<file path="config.mk">
export PLATFORM = sky130hd
export DESIGN_NAME = sram_controller_flat
export DESIGN_NICKNAME = d
export VERILOG_FILES = /design/src/rtl/sram_controller_if.sv /design/src/rtl/sram_controller.sv /design/src/flat_wrapper.sv
export SDC_FILE = /design/constraint.sdc
export NUM_CORES = 1
export LEC_CHECK = 0
export ABC_CLOCK_PERIOD_IN_PS = 2810
export BUFFER_PORTS_ARGS = -buffer_cell sky130_fd_sc_hd__buf_2
export CORE_ASPECT_RATIO = 2
export CORE_UTILIZATION = 30
export CTS_CLUSTER_SIZE = 28
export DETAILED_ROUTE_END_ITERATION = 10
export SYNTH_ARGS = -nofsm -noshare
export SYNTH_HDL_FRONTEND = slang
export SYNTH_SLANG_ARGS = --single-unit
</file>
<file path="constraint.sdc">
create_clock -name clk -period 2.81 [get_ports clk]
set_input_delay 0.281 -clock clk [delete_from_list [all_inputs] [get_ports clk]]
set_output_delay 0.281 -clock clk [all_outputs]
set_load 0.1 [all_outputs]
</file>
<file path="src/rtl/sram_controller_if.sv">
// MEM-stage and SRAM-bus signal bundle for the multi-cycle SRAM access sequencer.
interface sram_controller_if;
    logic        MEM_R_EN;
    logic        MEM_W_EN;
    logic [31:0] address;
    logic [31:0] wdata;
    logic [31:0] rdata;
    logic        ready;
    logic [17:0] SRAM_ADDR;
    logic [15:0] SRAM_DQ_out;
    logic        SRAM_DQ_oe;
    logic [15:0] SRAM_DQ_in;
    logic        SRAM_WE_N;

    // Pipeline side together with the external SRAM data pins
    modport master (
        output MEM_R_EN, MEM_W_EN, address, wdata, SRAM_DQ_in,
        input  rdata, ready, SRAM_ADDR, SRAM_DQ_out, SRAM_DQ_oe, SRAM_WE_N
    );

    // Controller side
    modport slave (
        input  MEM_R_EN, MEM_W_EN, address, wdata, SRAM_DQ_in,
        output rdata, ready, SRAM_ADDR, SRAM_DQ_out, SRAM_DQ_oe, SRAM_WE_N
    );
endinterface

</file>
<file path="src/rtl/sram_controller.sv">
// Splits each 32-bit MEM-stage load/store into two 16-bit SRAM transfers
// (low half then high half) and holds ready low while the access is in flight.
module sram_controller #(
    parameter int unsigned BASE_ADDR     = 1024,
    parameter int unsigned ACCESS_CYCLES = 2
) (
    input  logic               clk,
    input  logic               rst,
    sram_controller_if.slave   bus
);

    typedef enum logic [1:0] {
        IDLE,
        LOW,
        HIGH,
        DONE
    } state_t;

    localparam logic [31:0] BASE     = 32'(BASE_ADDR);
    localparam logic [3:0]  LAST_CNT = 4'(ACCESS_CYCLES - 1);

    state_t      r_state;
    state_t      w_stateNext;
    logic [3:0]  r_cnt;
    logic [3:0]  w_cntNext;
    logic [16:0] r_word;
    logic [16:0] w_wordNext;
    logic [31:0] r_wdata;
    logic [31:0] w_wdataNext;
    logic        r_isWrite;
    logic        w_isWriteNext;
    logic [15:0] r_rdataLo;
    logic [15:0] w_rdataLoNext;
    logic [31:0] r_rdata;
    logic [31:0] w_rdataNext;

    logic [17:0] r_sramAddr;
    logic [17:0] w_sramAddrNext;
    logic [15:0] r_sramDqOut;
    logic [15:0] w_sramDqOutNext;
    logic        r_sramDqOe;
    logic        w_sramDqOeNext;
    logic        r_sramWeN;
    logic        w_sramWeNNext;

    logic        w_request;
    logic        w_lastCycle;
    logic [31:0] w_offset;
    logic        w_unusedOffsetBits;

    assign w_request   = bus.MEM_R_EN | bus.MEM_W_EN;
    assign w_lastCycle = (r_cnt == LAST_CNT);
    assign w_offset    = bus.address - BASE;

    // Only offset[18:2] selects a word; the rest is deliberately discarded
    assign w_unusedOffsetBits = ^{w_offset[31:19], w_offset[1:0]};

    // Freeze is combinational so the pipeline stalls in the very cycle the request appears
    assign bus.ready       = !(w_request && (r_state != DONE));
    assign bus.rdata       = r_rdata;
    assign bus.SRAM_ADDR   = r_sramAddr;
    assign bus.SRAM_DQ_out = r_sramDqOut;
    assign bus.SRAM_DQ_oe  = r_sramDqOe;
    assign bus.SRAM_WE_N   = r_sramWeN;

    // Next-state logic: latch the request in IDLE, step through both halves, capture read data
    always_comb begin
        w_stateNext   = r_state;
        w_wordNext    = r_word;
        w_wdataNext   = r_wdata;
        w_isWriteNext = r_isWrite;
        w_rdataLoNext = r_rdataLo;
        w_rdataNext   = r_rdata;
        case (r_state)
            IDLE: begin
                if (w_request) begin
                    w_stateNext   = LOW;
                    w_wordNext    = w_offset[18:2];
                    w_wdataNext   = bus.wdata;
                    w_isWriteNext = bus.MEM_W_EN;
                end
            end
            LOW: begin
                if (w_lastCycle) begin
                    if (!r_isWrite) begin
                        w_rdataLoNext = bus.SRAM_DQ_in;
                    end
                    w_stateNext = HIGH;
                end
            end
            HIGH: begin
                if (w_lastCycle) begin
                    if (!r_isWrite) begin
                        w_rdataNext = {bus.SRAM_DQ_in, r_rdataLo};
                    end
                    w_stateNext = DONE;
                end
            end
            DONE: begin
                w_stateNext = IDLE;
            end
            default: begin
                w_stateNext = IDLE;
            end
        endcase
    end

    // Hold-cycle counter: advances only while staying in LOW or HIGH, cleared otherwise
    always_comb begin
        w_cntNext = 4'd0;
        if ((w_stateNext == r_state) && ((r_state == LOW) || (r_state == HIGH))) begin
            w_cntNext = r_cnt + 4'd1;
        end
    end

    // SRAM pins decoded from the upcoming state so the registered outputs line up with it
    always_comb begin
        w_sramAddrNext  = 18'd0;
        w_sramDqOutNext = 16'd0;
        w_sramDqOeNext  = 1'b0;
        w_sramWeNNext   = 1'b1;
        case (w_stateNext)
            LOW: begin
                w_sramAddrNext = {w_wordNext, 1'b0};
                if (w_isWriteNext) begin
                    w_sramDqOutNext = w_wdataNext[15:0];
                    w_sramDqOeNext  = 1'b1;
                    w_sramWeNNext   = 1'b0;
                end
            end
            HIGH: begin
                w_sramAddrNext = {w_wordNext, 1'b1};
                if (w_isWriteNext) begin
                    w_sramDqOutNext = w_wdataNext[31:16];
                    w_sramDqOeNext  = 1'b1;
                    w_sramWeNNext   = 1'b0;
                end
            end
            default: begin
            end
        endcase
    end

    // State, latched request, read data and glitch-free SRAM pin registers
    always_ff @(posedge clk) begin
        if (rst) begin
            r_state     <= IDLE;
            r_cnt       <= 4'd0;
            r_word      <= 17'd0;
            r_wdata     <= 32'd0;
            r_isWrite   <= 1'b0;
            r_rdataLo   <= 16'd0;
            r_rdata     <= 32'd0;
            r_sramAddr  <= 18'd0;
            r_sramDqOut <= 16'd0;
            r_sramDqOe  <= 1'b0;
            r_sramWeN   <= 1'b1;
        end else begin
            r_state     <= w_stateNext;
            r_cnt       <= w_cntNext;
            r_word      <= w_wordNext;
            r_wdata     <= w_wdataNext;
            r_isWrite   <= w_isWriteNext;
            r_rdataLo   <= w_rdataLoNext;
            r_rdata     <= w_rdataNext;
            r_sramAddr  <= w_sramAddrNext;
            r_sramDqOut <= w_sramDqOutNext;
            r_sramDqOe  <= w_sramDqOeNext;
            r_sramWeN   <= w_sramWeNNext;
        end
    end

endmodule

</file>
<file path="src/flat_wrapper.sv">
// flat-port wrapper written by rule: the top's interface ports become plain ports
module sram_controller_flat 
#(
    parameter int unsigned BASE_ADDR     = 1024,
    parameter int unsigned ACCESS_CYCLES = 2
)
  (clk, rst, bus_MEM_R_EN, bus_MEM_W_EN, bus_address, bus_wdata, bus_SRAM_DQ_in, bus_rdata, bus_ready, bus_SRAM_ADDR, bus_SRAM_DQ_out, bus_SRAM_DQ_oe, bus_SRAM_WE_N);
  sram_controller_if bus_i ();
  input  logic clk;
  input  logic rst;
  input wire logic [$bits(bus_i.MEM_R_EN)-1:0] bus_MEM_R_EN;
  input wire logic [$bits(bus_i.MEM_W_EN)-1:0] bus_MEM_W_EN;
  input wire logic [$bits(bus_i.address)-1:0] bus_address;
  input wire logic [$bits(bus_i.wdata)-1:0] bus_wdata;
  input wire logic [$bits(bus_i.SRAM_DQ_in)-1:0] bus_SRAM_DQ_in;
  output wire logic [$bits(bus_i.rdata)-1:0] bus_rdata;
  output wire logic [$bits(bus_i.ready)-1:0] bus_ready;
  output wire logic [$bits(bus_i.SRAM_ADDR)-1:0] bus_SRAM_ADDR;
  output wire logic [$bits(bus_i.SRAM_DQ_out)-1:0] bus_SRAM_DQ_out;
  output wire logic [$bits(bus_i.SRAM_DQ_oe)-1:0] bus_SRAM_DQ_oe;
  output wire logic [$bits(bus_i.SRAM_WE_N)-1:0] bus_SRAM_WE_N;
  assign bus_i.MEM_R_EN = bus_MEM_R_EN;
  assign bus_i.MEM_W_EN = bus_MEM_W_EN;
  assign bus_i.address = bus_address;
  assign bus_i.wdata = bus_wdata;
  assign bus_i.SRAM_DQ_in = bus_SRAM_DQ_in;
  assign bus_rdata = bus_i.rdata;
  assign bus_ready = bus_i.ready;
  assign bus_SRAM_ADDR = bus_i.SRAM_ADDR;
  assign bus_SRAM_DQ_out = bus_i.SRAM_DQ_out;
  assign bus_SRAM_DQ_oe = bus_i.SRAM_DQ_oe;
  assign bus_SRAM_WE_N = bus_i.SRAM_WE_N;
  sram_controller #(.BASE_ADDR(BASE_ADDR), .ACCESS_CYCLES(ACCESS_CYCLES)) u_core (.clk(clk), .rst(rst), .bus(bus_i));
endmodule
</file>
# Yosys cells after proc, flatten, opt, wreduce, memory -nomap -nowiden
# Cells that the tools add are included.
# totals
regBits	140
latch_bits	0
ramBits	0
rom_bits	0
inputBits	84
output_inout_bits	69
wordCells	51
mem_count	0
# classes
addsub	2
mul	0
n_div	0
order_cmp	0
n_eq_ne	8
shift	0
muxes	16
bitwise	4
reduce_logical	10
# ops
op	n
2-to-1 mux 32 bit	2
case mux 18 bit (2 select lines)	1
2-to-1 mux 17 bit	2
2-to-1 mux 16 bit	2
case mux 16 bit (2 select lines)	1
subtractor 19 x 11 -> 19 bit, second input constant	1
case mux 2 bit (4 select lines)	1
equality test 2 bit, second input constant	3
2-to-1 mux 2 bit	3
AND reduction 3 bit	2
OR reduction 2 bit	3
adder 4 x 1 -> 4 bit, second input constant	1
equality test 2 x 1 -> 1 bit, second input constant	2
equality test 4 x 1 -> 1 bit, second input constant	1
2-to-1 mux 1 bit	4
inverter 1 bit	3
equality test 2 bit	1
logical AND 1 bit	2
zero test 2 bit	1
!= test 2 bit, second input constant	1
zero test 1 bit	1
logical OR 1 bit	1
bitwise OR 1 bit	1

# Logic depth before layout (Yosys ltp)
# depth
word_depth	7
ltp_mapped	8
mapped_depth_nobuf	6

# Worst setup path after synthesis
# Ideal clock, no wire load.
# synth_timing
path_type	register to register
start	register u_core.r_state[0]
end	register u_core.r_sramAddr[10] (netlist: u_core.bus.SRAM_ADDR[10])
setup_ps	122
arrival_time_ps	1961
t_required_ps	2688
setup_slack_ps	727
stages_incl_launch_ff	9
path_buffers	2
period_less_slack_ps	2083
path_cell_list	dfxtp_1 > inv_1 > ha_1 > buf_2 > nor4b_1 > nor3_1 > o21ai_2 > buf_2 > a21boi_1
# synth_via
elab_chain_len	4
word_cells_on_any_way	12
classes_between	eq/ne (5); mux (6); reduce/logical (1)
# synth_rtl
element	line_no	source
start, declared	sram_controller.sv:22	state_t r_state;
start signal, assigned	sram_controller.sv:159	r_state <= w_stateNext;
equality test 2 bit, or another cell as far along	sram_controller.sv:74	case (r_state)
case mux 2 bit (4 select lines)	sram_controller.sv:74	
equality test 2 bit or equality test 2 x 1 -> 1 bit (tied branches)	sram_controller.sv:122	case (w_stateNext)
case mux 18 bit (2 select lines) *	sram_controller.sv:122	
end signal, assigned	sram_controller.sv:166	r_sramAddr <= w_sramAddrNext;
end, declared	sram_controller.sv:37	logic [17:0] r_sramAddr;
# Mark *: on every way between the ends. The rest lies on a longest branch, timed or not.
# A chain may end at the register's enable or synchronous reset.

# Final worst setup path
# layout_timing
start	register u_core.r_state[1]
end	register u_core.r_sramAddr[14] (netlist: u_core.bus.SRAM_ADDR[14])
# Same word-level chain as after synthesis.

==> results by group <==
STA
  – Final cycle utilization of the critical path: 87.9%
  – Crit path time final: 2.47 ns
  – Highest clock rate: 405 MHz
  – Unrepaired setup endpoints after global routing: no
  – Skew final: 0.00506 ns
  – Hold Vio Cnt, Final: 0
  – Final Max Slew Viols: 0
  – Final Setup Violations: 0
  – Worst Tran Pin Value: 1.12 ns
  – Max-slew headroom: 24.8%
  – Total negative slack: 0 ns

Synthesis
  – Synth top area cells: dfxtp_1, nand2_1, mux2i_1, a21oi_1, nor2_1
  – Syn avg cell area: 9.54 um2
  – Syn Nets: 627
  – Mux cell area share after synthesis: 6.27%
  – #FFs+latches synth: 140
  – Combinational family with the most area after synthesis: compound AO/OA/AOI/OAI gates
  – Synthesized cell area: 5110 um2
  – Post-synth ARST share: 0%
  – Synth area leader: dfxtp_1
  – Register area share after synthesis: 54.9%
  – Post-Syn Instances: 535
  – Adder-Cell Fraction of Synth Area: 1.96%
  – Post-synth top area share: 54.9%
  – Number of synthesized flops with an enable pin: 0
  – Netlist cell types: 48
  – Main synth FF type: dfxtp_1
  – Compound-Gate Fraction of Synth Area: 17.1%
  – Simple-Gate Fraction of Synth Area: 15.0%
  – Xor/xnor cell area share of the yosys netlist: 1.20%
  – Synth warnings: 0

Clock tree
  – Clk_lat worst skew: 0.42 ns
  – CTS Buffer Depth: 2
  – CTS clk-pin slew, worst paths: 0.06 ns
  – Total CTS buffers: 17
  – Clk root buf: clkbuf_16
  – CTS Sinks: 140
  – Htree depth: 4
  – CTS tree: built
  – Post-CTS Setup Bufs: 0

Setup path
  – Kind of critical path: reg2reg
  – Reg2Reg Depth: 6
  – Critical Path End Type: register
  – R2r startpoint: u_core.r_state[1]
  – CP startpoint: u_core.r_state[1]
  – Worst Path Max Fanout: 14
  – CP required: 3.12 ns
  – Startpoint Class: register
  – Crit path arrival time: 2.78 ns

Floorplanning
  – Core area: 16,700 um2
  – # rows: 67
  – Die area: 17,600 um2
  – Die Width: 94.3 um
  – IO Count: 153
  – Starting Density: 30.6%
  – Die H: 187 um

Placed design
  – Routability Congestion: 0.784
  – PortBufs: 137
  – Dpl hpwl: 8290 um

Global route
  – Initial antenna violation count: 1
  – Total grt overflow: 0
  – First-pass GRT wire length: 19,600 um
  – Pin count of the biggest net entering global routing: 55
  – Number of global-route vias before repair: 3,965
  – Gr usage total: 14.7%

Routing
  – DR iter-0 viols: 122
  – Top Layer Used: met4
  – Drc violations: 0
  – Via density: 4.61
  – Met3 Wirelength: 550 um
  – Total number of vias: 4,101
  – Metal-1 WL: 4820 um
  – Routed WL per cell: 13.7 um
  – DR pass1 iterations: 4
  – Antenna Nets Post-Route: 0
  – Metal2 WL: 6410 um
  – Routed WL: 12,200 um

Pwr
  – Maximum VDD drop: 0.000488 V
  – PwrDens: 855 nW/um2
  – Power after layout: 5660 uW
  – Leakage power: 0.00285 uW

Final layout
  – Fill count: 1,677
  – Area occupied by multi-input gates: 2130 um2
  – Layout cell share with drive strength beyond 1: 29.7%
  – Final nets: 760
  – Most common cell after layout, fill and taps aside: dfxtp_1
  – Highest-count cells in the layout ignoring fill and taps: dfxtp_1, buf_2, nand2_1
  – Layout area overhead: 29.6%
  – Register area: 2800 um2

Worst hold path
  – WHS Path Cells: 3
  – Hold Crit Class: in2reg
  – Min-delay src: bus_SRAM_DQ_in[8]

Run
  – Max-cap viol count: 0

Run status
  – Status: completed
[synth_stat cells, types with 2 or more instances]
cell type / number
buf_2: 7
buf_4: 2
o21a_1: 3
buf_1: 2
or3b_1: 3
xor2_1: 2
ha_1: 8
a21boi_1: 15
inv_1: 7
xnor2_1: 5
nor4b_1: 2
nand2_1: 117
dfxtp_1: 140
o21ai_0: 6
a211oi_1: 5
o22ai_2: 10
a221oi_1: 3
mux2i_1: 32
nor2_1: 42
nor3_1: 9
a21oi_1: 61
buf_6: 2
clkbuf_1: 21
o22ai_1: 5
or3_1: 3
[logic make-up after synthesis]
| logic type | after synthesis |
|---|---|
| AO/OA/AOI/OAI | 124 |
| XOR/XNOR | 7 |
| AND/OR/NAND/NOR | 183 |
| multiplexers | 32 |
| buffers and inverters | 41 |
| flip-flops | 140 |
| adder cells (fa/ha/maj) | 8 |
[per-stage QoR]
step	hold WS (ns)	setup WS [ns]	util, %	cell area (um2)	cells
final	0.105	0.341	39.7	6620	889
after CTS	0.0878	0.153	39.6	6610	888
after floorplan	0.417	0.727	-	5110	535
after global placement	0.437	0.281	35.9	6000	856
after global routing	0.0939	0.138	39.7	6620	889
after detailed placement	0.443	0.177	35.9	6000	856
[worst paths after layout]
check                             endpoint  slack [ns]
hold / removal        u_core.bus.rdata[24]        0.10
hold reg to reg       u_core.bus.rdata[13]        0.45
setup / recovery  u_core.bus.SRAM_ADDR[14]        0.34
setup reg to reg  u_core.bus.SRAM_ADDR[14]        0.34
[worst max-delay path, cell delays in order, from the launching register on]
cell and delay [ns]:
dfxtp_1 0.43, inv_1 0.11, ha_1 0.30, nor3_1 0.46
a221o_1 0.35, nand3_2 0.32, a221oi_1 0.39
[flip-flops by register name, indices dropped and copies added, names as in the netlist]
name / flops
u_core.r_state: 2
u_core.bus.rdata: 32
u_core.r_word: 17
u_core.bus.SRAM_DQ_out: 16
u_core.r_wdata: 32
u_core.r_isWrite: 1
u_core.bus.SRAM_ADDR: 18
u_core.bus.SRAM_WE_N: 1
u_core.bus.SRAM_DQ_oe: 1
u_core.r_rdataLo: 16
u_core.r_cnt: 4
[power by group]
part | internal, uW | switching [uW]
combinational | 302 | 861
clock | 1410 | 901
sequential | 2140 | 43.6
[per-layer routing]
layer	global-route usage (%)	vias up
met3	4.28	26
met1	15.5	1869
met2	25.4	116
met4	8.34	0
li1	-	2090
met5	0	-
[what timing repair did]
item / CTS / global route
setup endpoints to repair: 0 / 2
endpoints found under the hold margin: 0 / 0
gates resized for setup: 0 / 1
hold buffers: 0 / 0
[layout make-up]
| class | instances | share of cell area [%] |
|---|---|---|
| clock buffers | 17 | 6.43 |
| repair buffers | 148 | 11.8 |
| flip-flops and latches | 140 | 42.4 |
| diodes | 1 | 0.0378 |
| inverters | 7 | 0.397 |
| multi-input cells | 354 | 32.3 |
| clock inverters | 15 | 2.78 |
| well taps | 207 | 3.91 |
Note: power is estimated with default switching activity, not from simulation.
